## src/rtl/bus_datapath_seq.sv

```systemverilog
// Self-sequencing single-bus datapath: register file, HI/LO, Y and Z.
// Each accepted command runs T0 -> T1 -> (MD) -> T2 on the shared bus.
// MUL/DIV iterate over WIDTH cycles in MD using one shared 2*WIDTH shift register.
module bus_datapath_seq #(
    parameter int WIDTH = 32,
    parameter int NREG  = 16
) (
    input  logic                     clk,
    input  logic                     clr,
    input  logic                     cmd_valid,
    output logic                     cmd_ready,
    input  logic [3:0]               cmd_op,
    input  logic [$clog2(NREG)-1:0]  cmd_ra,
    input  logic [$clog2(NREG)-1:0]  cmd_rb,
    input  logic [$clog2(NREG)-1:0]  cmd_rc,
    input  logic [WIDTH-1:0]         cmd_imm,
    output logic                     done,
    output logic [WIDTH-1:0]         bus_out,
    output logic [WIDTH-1:0]         hi,
    output logic [WIDTH-1:0]         lo,
    input  logic [$clog2(NREG)-1:0]  dbg_addr,
    output logic [WIDTH-1:0]         dbg_data
);

    localparam int RW = $clog2(NREG);
    localparam int SW = $clog2(WIDTH);

    typedef enum logic [2:0] {
        S_IDLE,
        S_T0,
        S_T1,
        S_MD,
        S_T2
    } state_e;

    typedef enum logic [3:0] {
        OP_ADD  = 4'd0,
        OP_SUB  = 4'd1,
        OP_AND  = 4'd2,
        OP_OR   = 4'd3,
        OP_SHR  = 4'd4,
        OP_SHL  = 4'd5,
        OP_ROR  = 4'd6,
        OP_ROL  = 4'd7,
        OP_NEG  = 4'd8,
        OP_NOT  = 4'd9,
        OP_ADDI = 4'd10,
        OP_MUL  = 4'd11,
        OP_DIV  = 4'd12,
        OP_MFHI = 4'd13,
        OP_MFLO = 4'd14,
        OP_NOP  = 4'd15
    } op_e;

    state_e             state_q, state_d;
    op_e                op_q, op_d;
    logic [RW-1:0]      ra_q, ra_d, rb_q, rb_d, rc_q, rc_d;
    logic [WIDTH-1:0]   imm_q, imm_d;
    logic [WIDTH-1:0]   regs_q [NREG];
    logic [WIDTH-1:0]   regs_d [NREG];
    logic [WIDTH-1:0]   hi_q, hi_d, lo_q, lo_d;
    logic [WIDTH-1:0]   y_q, y_d, z_q, z_d;
    logic [2*WIDTH-1:0] p_q, p_d;
    logic [WIDTH-1:0]   m_q, m_d;
    logic               sa_q, sa_d, sb_q, sb_d;
    logic [SW-1:0]      cnt_q, cnt_d;
    logic               done_q, done_d;

    logic [WIDTH-1:0]   bus;
    logic [WIDTH-1:0]   alu_res;
    logic [SW-1:0]      amt;
    logic [2*WIDTH-1:0] ror_w, rol_w;
    logic [WIDTH-1:0]   mag_y, mag_b;
    logic [WIDTH:0]     mul_sum;
    logic [2*WIDTH-1:0] mul_next;
    logic [WIDTH:0]     div_sh, div_tr;
    logic [2*WIDTH-1:0] div_next;
    logic [2*WIDTH-1:0] prod_fix;
    logic [WIDTH-1:0]   quot, rem;

    assign cmd_ready = (state_q == S_IDLE);
    assign done      = done_q;
    assign bus_out   = bus;
    assign hi        = hi_q;
    assign lo        = lo_q;
    assign dbg_data  = regs_q[dbg_addr];

    // Shared-bus source select per sequencing step
    always_comb begin
        bus = '0;
        case (state_q)
            S_T0: bus = (op_q == OP_ADDI && rb_q == '0) ? '0 : regs_q[rb_q];
            S_T1: bus = (op_q == OP_ADDI) ? imm_q : regs_q[rc_q];
            S_T2: begin
                case (op_q)
                    OP_MUL:  bus = prod_fix[WIDTH-1:0];
                    OP_DIV:  bus = quot;
                    OP_MFHI: bus = hi_q;
                    OP_MFLO: bus = lo_q;
                    default: bus = z_q;
                endcase
            end
            default: bus = '0;
        endcase
    end

    // ALU: Y combined with the T1 bus value
    always_comb begin
        amt   = bus[SW-1:0];
        ror_w = {y_q, y_q} >> amt;
        rol_w = {y_q, y_q} << amt;
        case (op_q)
            OP_ADD, OP_ADDI: alu_res = y_q + bus;
            OP_SUB:          alu_res = y_q - bus;
            OP_AND:          alu_res = y_q & bus;
            OP_OR:           alu_res = y_q | bus;
            OP_SHR:          alu_res = y_q >> amt;
            OP_SHL:          alu_res = y_q << amt;
            OP_ROR:          alu_res = ror_w[WIDTH-1:0];
            OP_ROL:          alu_res = rol_w[2*WIDTH-1:WIDTH];
            OP_NEG:          alu_res = -y_q;
            OP_NOT:          alu_res = ~y_q;
            default:         alu_res = '0;
        endcase
    end

    // Multiply/divide iteration step and signed result fix-up
    always_comb begin
        mag_y = y_q[WIDTH-1] ? -y_q : y_q;
        mag_b = bus[WIDTH-1] ? -bus : bus;

        // shift-add: p = {acc, multiplier}, m = multiplicand
        mul_sum  = {1'b0, p_q[2*WIDTH-1:WIDTH]} + (p_q[0] ? {1'b0, m_q} : '0);
        mul_next = {mul_sum, p_q[WIDTH-1:1]};

        // restoring: p = {remainder, dividend/quotient}, m = divisor
        div_sh = {p_q[2*WIDTH-1:WIDTH], p_q[WIDTH-1]};
        div_tr = div_sh - {1'b0, m_q};
        if (div_tr[WIDTH])
            div_next = {div_sh[WIDTH-1:0], p_q[WIDTH-2:0], 1'b0};
        else
            div_next = {div_tr[WIDTH-1:0], p_q[WIDTH-2:0], 1'b1};

        prod_fix = (sa_q ^ sb_q) ? -p_q : p_q;
        if (m_q == '0) begin
            quot = '1;
            rem  = y_q;
        end else begin
            quot = (sa_q ^ sb_q) ? -p_q[WIDTH-1:0] : p_q[WIDTH-1:0];
            rem  = sa_q ? -p_q[2*WIDTH-1:WIDTH] : p_q[2*WIDTH-1:WIDTH];
        end
    end

    // Sequencer next-state and register-update logic
    always_comb begin
        state_d = state_q;
        op_d    = op_q;
        ra_d    = ra_q;
        rb_d    = rb_q;
        rc_d    = rc_q;
        imm_d   = imm_q;
        regs_d  = regs_q;
        hi_d    = hi_q;
        lo_d    = lo_q;
        y_d     = y_q;
        z_d     = z_q;
        p_d     = p_q;
        m_d     = m_q;
        sa_d    = sa_q;
        sb_d    = sb_q;
        cnt_d   = cnt_q;
        case (state_q)
            S_IDLE: begin
                if (cmd_valid) begin
                    op_d    = op_e'(cmd_op);
                    ra_d    = cmd_ra;
                    rb_d    = cmd_rb;
                    rc_d    = cmd_rc;
                    imm_d   = cmd_imm;
                    state_d = S_T0;
                end
            end
            S_T0: begin
                y_d     = bus;
                state_d = S_T1;
            end
            S_T1: begin
                if (op_q == OP_MUL || op_q == OP_DIV) begin
                    sa_d    = y_q[WIDTH-1];
                    sb_d    = bus[WIDTH-1];
                    m_d     = (op_q == OP_MUL) ? mag_y : mag_b;
                    p_d     = (op_q == OP_MUL) ? {{WIDTH{1'b0}}, mag_b}
                                               : {{WIDTH{1'b0}}, mag_y};
                    cnt_d   = '0;
                    state_d = S_MD;
                end else begin
                    z_d     = alu_res;
                    state_d = S_T2;
                end
            end
            S_MD: begin
                p_d   = (op_q == OP_MUL) ? mul_next : div_next;
                cnt_d = cnt_q + 1'b1;
                if (cnt_q == SW'(WIDTH - 1))
                    state_d = S_T2;
            end
            S_T2: begin
                case (op_q)
                    OP_MUL: begin
                        hi_d = prod_fix[2*WIDTH-1:WIDTH];
                        lo_d = prod_fix[WIDTH-1:0];
                    end
                    OP_DIV: begin
                        lo_d = quot;
                        hi_d = rem;
                    end
                    OP_NOP: ;
                    default: regs_d[ra_q] = bus;
                endcase
                state_d = S_IDLE;
            end
            default: state_d = S_IDLE;
        endcase
        done_d = (state_d == S_T2);
    end

    // State, IR and datapath registers with synchronous active-low clear
    always_ff @(posedge clk) begin
        if (!clr) begin
            state_q <= S_IDLE;
            op_q    <= OP_ADD;
            ra_q    <= '0;
            rb_q    <= '0;
            rc_q    <= '0;
            imm_q   <= '0;
            for (int unsigned i = 0; i < NREG; i++)
                regs_q[i] <= '0;
            hi_q    <= '0;
            lo_q    <= '0;
            y_q     <= '0;
            z_q     <= '0;
            p_q     <= '0;
            m_q     <= '0;
            sa_q    <= 1'b0;
            sb_q    <= 1'b0;
            cnt_q   <= '0;
            done_q  <= 1'b0;
        end else begin
            state_q <= state_d;
            op_q    <= op_d;
            ra_q    <= ra_d;
            rb_q    <= rb_d;
            rc_q    <= rc_d;
            imm_q   <= imm_d;
            regs_q  <= regs_d;
            hi_q    <= hi_d;
            lo_q    <= lo_d;
            y_q     <= y_d;
            z_q     <= z_d;
            p_q     <= p_d;
            m_q     <= m_d;
            sa_q    <= sa_d;
            sb_q    <= sb_d;
            cnt_q   <= cnt_d;
            done_q  <= done_d;
        end
    end

endmodule

```

## config.mk

```make
export PLATFORM = sky130hd
export DESIGN_NAME = bus_datapath_seq
export DESIGN_NICKNAME = d
export VERILOG_FILES = /design/src/rtl/bus_datapath_seq.sv
export SDC_FILE = /design/constraint.sdc
export NUM_CORES = 2
export LEC_CHECK = 0
export BUFFER_PORTS_ARGS = -buffer_cell sky130_fd_sc_hd__buf_2
export CAP_MARGIN = 20
export CORE_MARGIN = 2
export CORE_UTILIZATION = 25
export CTS_CLUSTER_SIZE = 28
export DETAILED_ROUTE_END_ITERATION = 10
export HOLD_SLACK_MARGIN = 0.02
export SLEW_MARGIN = 10
export SYNTH_ARGS = -nofsm -noshare
export SYNTH_HDL_FRONTEND = slang
export SYNTH_SLANG_ARGS = --single-unit
export TNS_END_PERCENT = 5
```

## constraint.sdc

```tcl
create_clock -name clk -period 22.2 [get_ports clk]
set_input_delay 3.33 -clock clk [delete_from_list [all_inputs] [get_ports clk]]
set_output_delay 3.33 -clock clk [all_outputs]
set_load 0.01 [all_outputs]
```

==> results.cfg <==
[worst_setup_path]
critical_path.top_delay_family = simple AND/OR/NAND/NOR gates
rr_worst_depth = 26
arrival_ps = 10140
cpPeakStageDelay_ps = 750
crit_start = rb_q[0]
r2r_start = rb_q[0]
endpoint_kind = flip-flop
worstSetupPathType = reg2reg
startpoint_type = flip-flop
crit_required_ps = 22750
cp.depth = 26
crit_fanout = 55
cpMaxStageDelayCell = dfxtp_4
critical_path_buf_inv_count = 4
rrSetupSlack_ps = 12610

[detailed_routing]
top_layer = met5
wl_met3_um = 33850
vias = 57050
drt_first_iter_violations = 8519
drc = 0
wl_per_cell_um = 30.72
wl_met2_um = 126700
ant_nets = 0
viasPerCell = 5.993
wirelength_um = 292400
drtPass1Iterations = 6
wl_met1_um = 113700

[clock_network]
cts_hold_buf = 0
cts_buffer_depth = 3
htreeDepth = 3
post_cts.repair.setup_buffers = 0
clk_pin_slew_ps = 70
tritoncts = built
cts_resized = 0
insertion_delay_ps = 790
clock-root-buffer = clkbuf_16
cts_sinks = 795
numCtsBuffers = 90

[sta]
skew_ps = 80.77
period_needed_ps = 9587
setup_viol = 0
worst_pin_slew_ps = 1274
slew_headroom_pct = 14.46
fin_tns_setup_ps = 0
maxSlewViolCount = 0
max_freq_mhz = 104.3
grt_setup_unrepaired = no
hold_violations = 0
hold_ws_ps = 457.9
post-route-period-util_pct = 43.18

[outcome]
status = finished clean

[min_path]
min_from = z_q[5]
hp-class = reg2reg
holdPathStages = 2

[global_route]
antenna_found_initial = 33
grt_max_degree = 214
grt_use_total_pct = 24.28
grt.overflow.total = 0
grt_first_pass_wirelength_um = 411000
grt_pass1_vias = 52960

[synthesis]
syn-num-nets = 6804
yosysSeqAreaShare_pct = 27.85
ys_types = 107
yosysWarnings = 0
syn_area_mm2 = 0.05715
ys.flop_type = dfxtp_1
async_flop_share_pct = 0
netlist_instances = 6639
synth_edf_count = 0
avgSynthCellArea_um2 = 8.609
ys_ff_latch = 795

[place]
portBuffers = 184
hpwl_um = 210500
gp_congestion = 1.044

[die]
die-area_mm2 = 0.2325
pin_count = 185
core_mm2 = 0.2273
rows = 175
die_height_um = 482.1
start_util_pct = 25.15
die_w_um = 482.1

[power_and_ir_drop]
vdd_drop_max_mv = 0.05533
p_leak_uw = 0.02186
powerDensity_mw_per_mm2 = 58.26

[finish]
fin_nets = 6587
layout-drive-gt1-share_pct = 17.56
syn2layout_area_growth_pct = 12.00
final_core_util_pct = 28.17

[flow_run]
drv_cap = 0
-- layout by cell type, fill, tap and decap left out, types with 100 or more instances in the layout --
| master | n |
|---|---|
| nor3_1 | 175 |
| mux2i_1 | 225 |
| buf_2 | 182 |
| inv_1 | 100 |
| nor2_1 | 957 |
| nand2_1 | 546 |
| dfxtp_1 | 782 |
| mux4_2 | 437 |
| xnor2_1 | 152 |
| o21ai_0 | 283 |
| a211oi_1 | 473 |
| buf_4 | 179 |
| ha_1 | 107 |
| a21oi_1 | 452 |
-- layer usage --
layer  vias up  global-route usage [%]
li1      24370                       -
met1     28230                   31.44
met2      3712                   36.54
met3       723                   6.871
met4        20                   12.75
met5         -                       0
-- synthesized netlist by cell type (all sizes together), types with 28 or more instances --
cell | instances | area, um^2
a221oi | 42 | 367.9
a211oi | 477 | 3591
mux4 | 437 | 9842
nand3 | 100 | 513.0
dfxtp | 795 | 15920
a22oi | 65 | 488.0
o221ai | 37 | 324.1
and3 | 33 | 207.7
nand2b | 43 | 269.0
inv | 111 | 419.2
o21ai | 323 | 1617
xnor2 | 155 | 1365
a31oi | 53 | 331.6
xor2 | 97 | 849.6
nor4 | 28 | 224.0
o211ai | 61 | 457.9
or3 | 32 | 205.2
a21o | 63 | 473.0
o31ai | 34 | 260.3
nor2 | 975 | 3660
buf | 165 | 884.6
a21oi | 456 | 2293
ha | 107 | 1339
nor3 | 187 | 968.4
clkbuf | 511 | 1919
o22ai | 55 | 344.1
nand2 | 549 | 2063
mux2i | 225 | 2252
mux2 | 62 | 698.2
-- stage by stage --
step / worst slack [ps] / area (um^2) / instances / total power (uW)
after floorplan: 13440 / 57150 / 6639 / 1883
after global placement: 12840 / 60780 / 9335 / 2113
after detailed placement: 12790 / 60780 / 9336 / 2113
after CTS: 12750 / 63950 / 9504 / 3723
after global routing: 12140 / 63990 / 9509 / 3822
final: 12610 / 64010 / 9518 / 3729
-- layout make-up --
cell class	instances	area [um^2]
multi-input cells	5054	38340
diodes	11	27.53
fillers	24190	163300
repair buffers	367	2335
clock buffers	120	2535
flip-flops and latches	795	15940
clock inverters	48	631.9
well taps	3009	3765
inverters	114	437.9
-- state kept, by name (all words and copies together) (netlist names) --
register,count
cnt_q,5
done,1
hi,32
imm_q,32
lo,32
m_q,32
op_q,4
p_q,64
ra_q,4
rb_q,4
rc_q,4
regs_q,512
sa_q,1
sb_q,1
state_q,3
y_q,32
z_q,32
-- power breakdown --
part           leakage, uW  internal, uW  switching, uW
clock network      0.00155           909            715
registers          0.00642          1440           30.2
logic               0.0139           203            433
-- worst paths after layout --
check	endpoint
setup reg to reg	z_q[25]
hold / removal	z_q[5]
setup / recovery	z_q[25]
hold reg to reg	z_q[5]
-- worst register-to-register path, delay by kind of cell, from the launching register on --
| family | cells | cell delay, ps |
|---|---|---|
| flops | 1 | 750 |
| fa+ha+maj | 1 | 370 |
| xor+xnor | 2 | 570 |
| compound gates | 9 | 2400 |
| simple gates | 8 | 2470 |
| buf+inv | 4 | 2060 |
| mux | 2 | 770 |
-- kinds of logic after synthesis --
group	count (synthesis)	share of synthesized area, %
and+or+nand+nor	2093	16.05
AOI/OAI and AO/OA	1875	21.74
DFF	795	27.85
buffers and inverters	790	5.659
muxes	724	22.38
xor gates and xnor gates	252	3.875
adders and majority gates	110	2.447
Note: power is estimated with default switching activity, not from simulation.
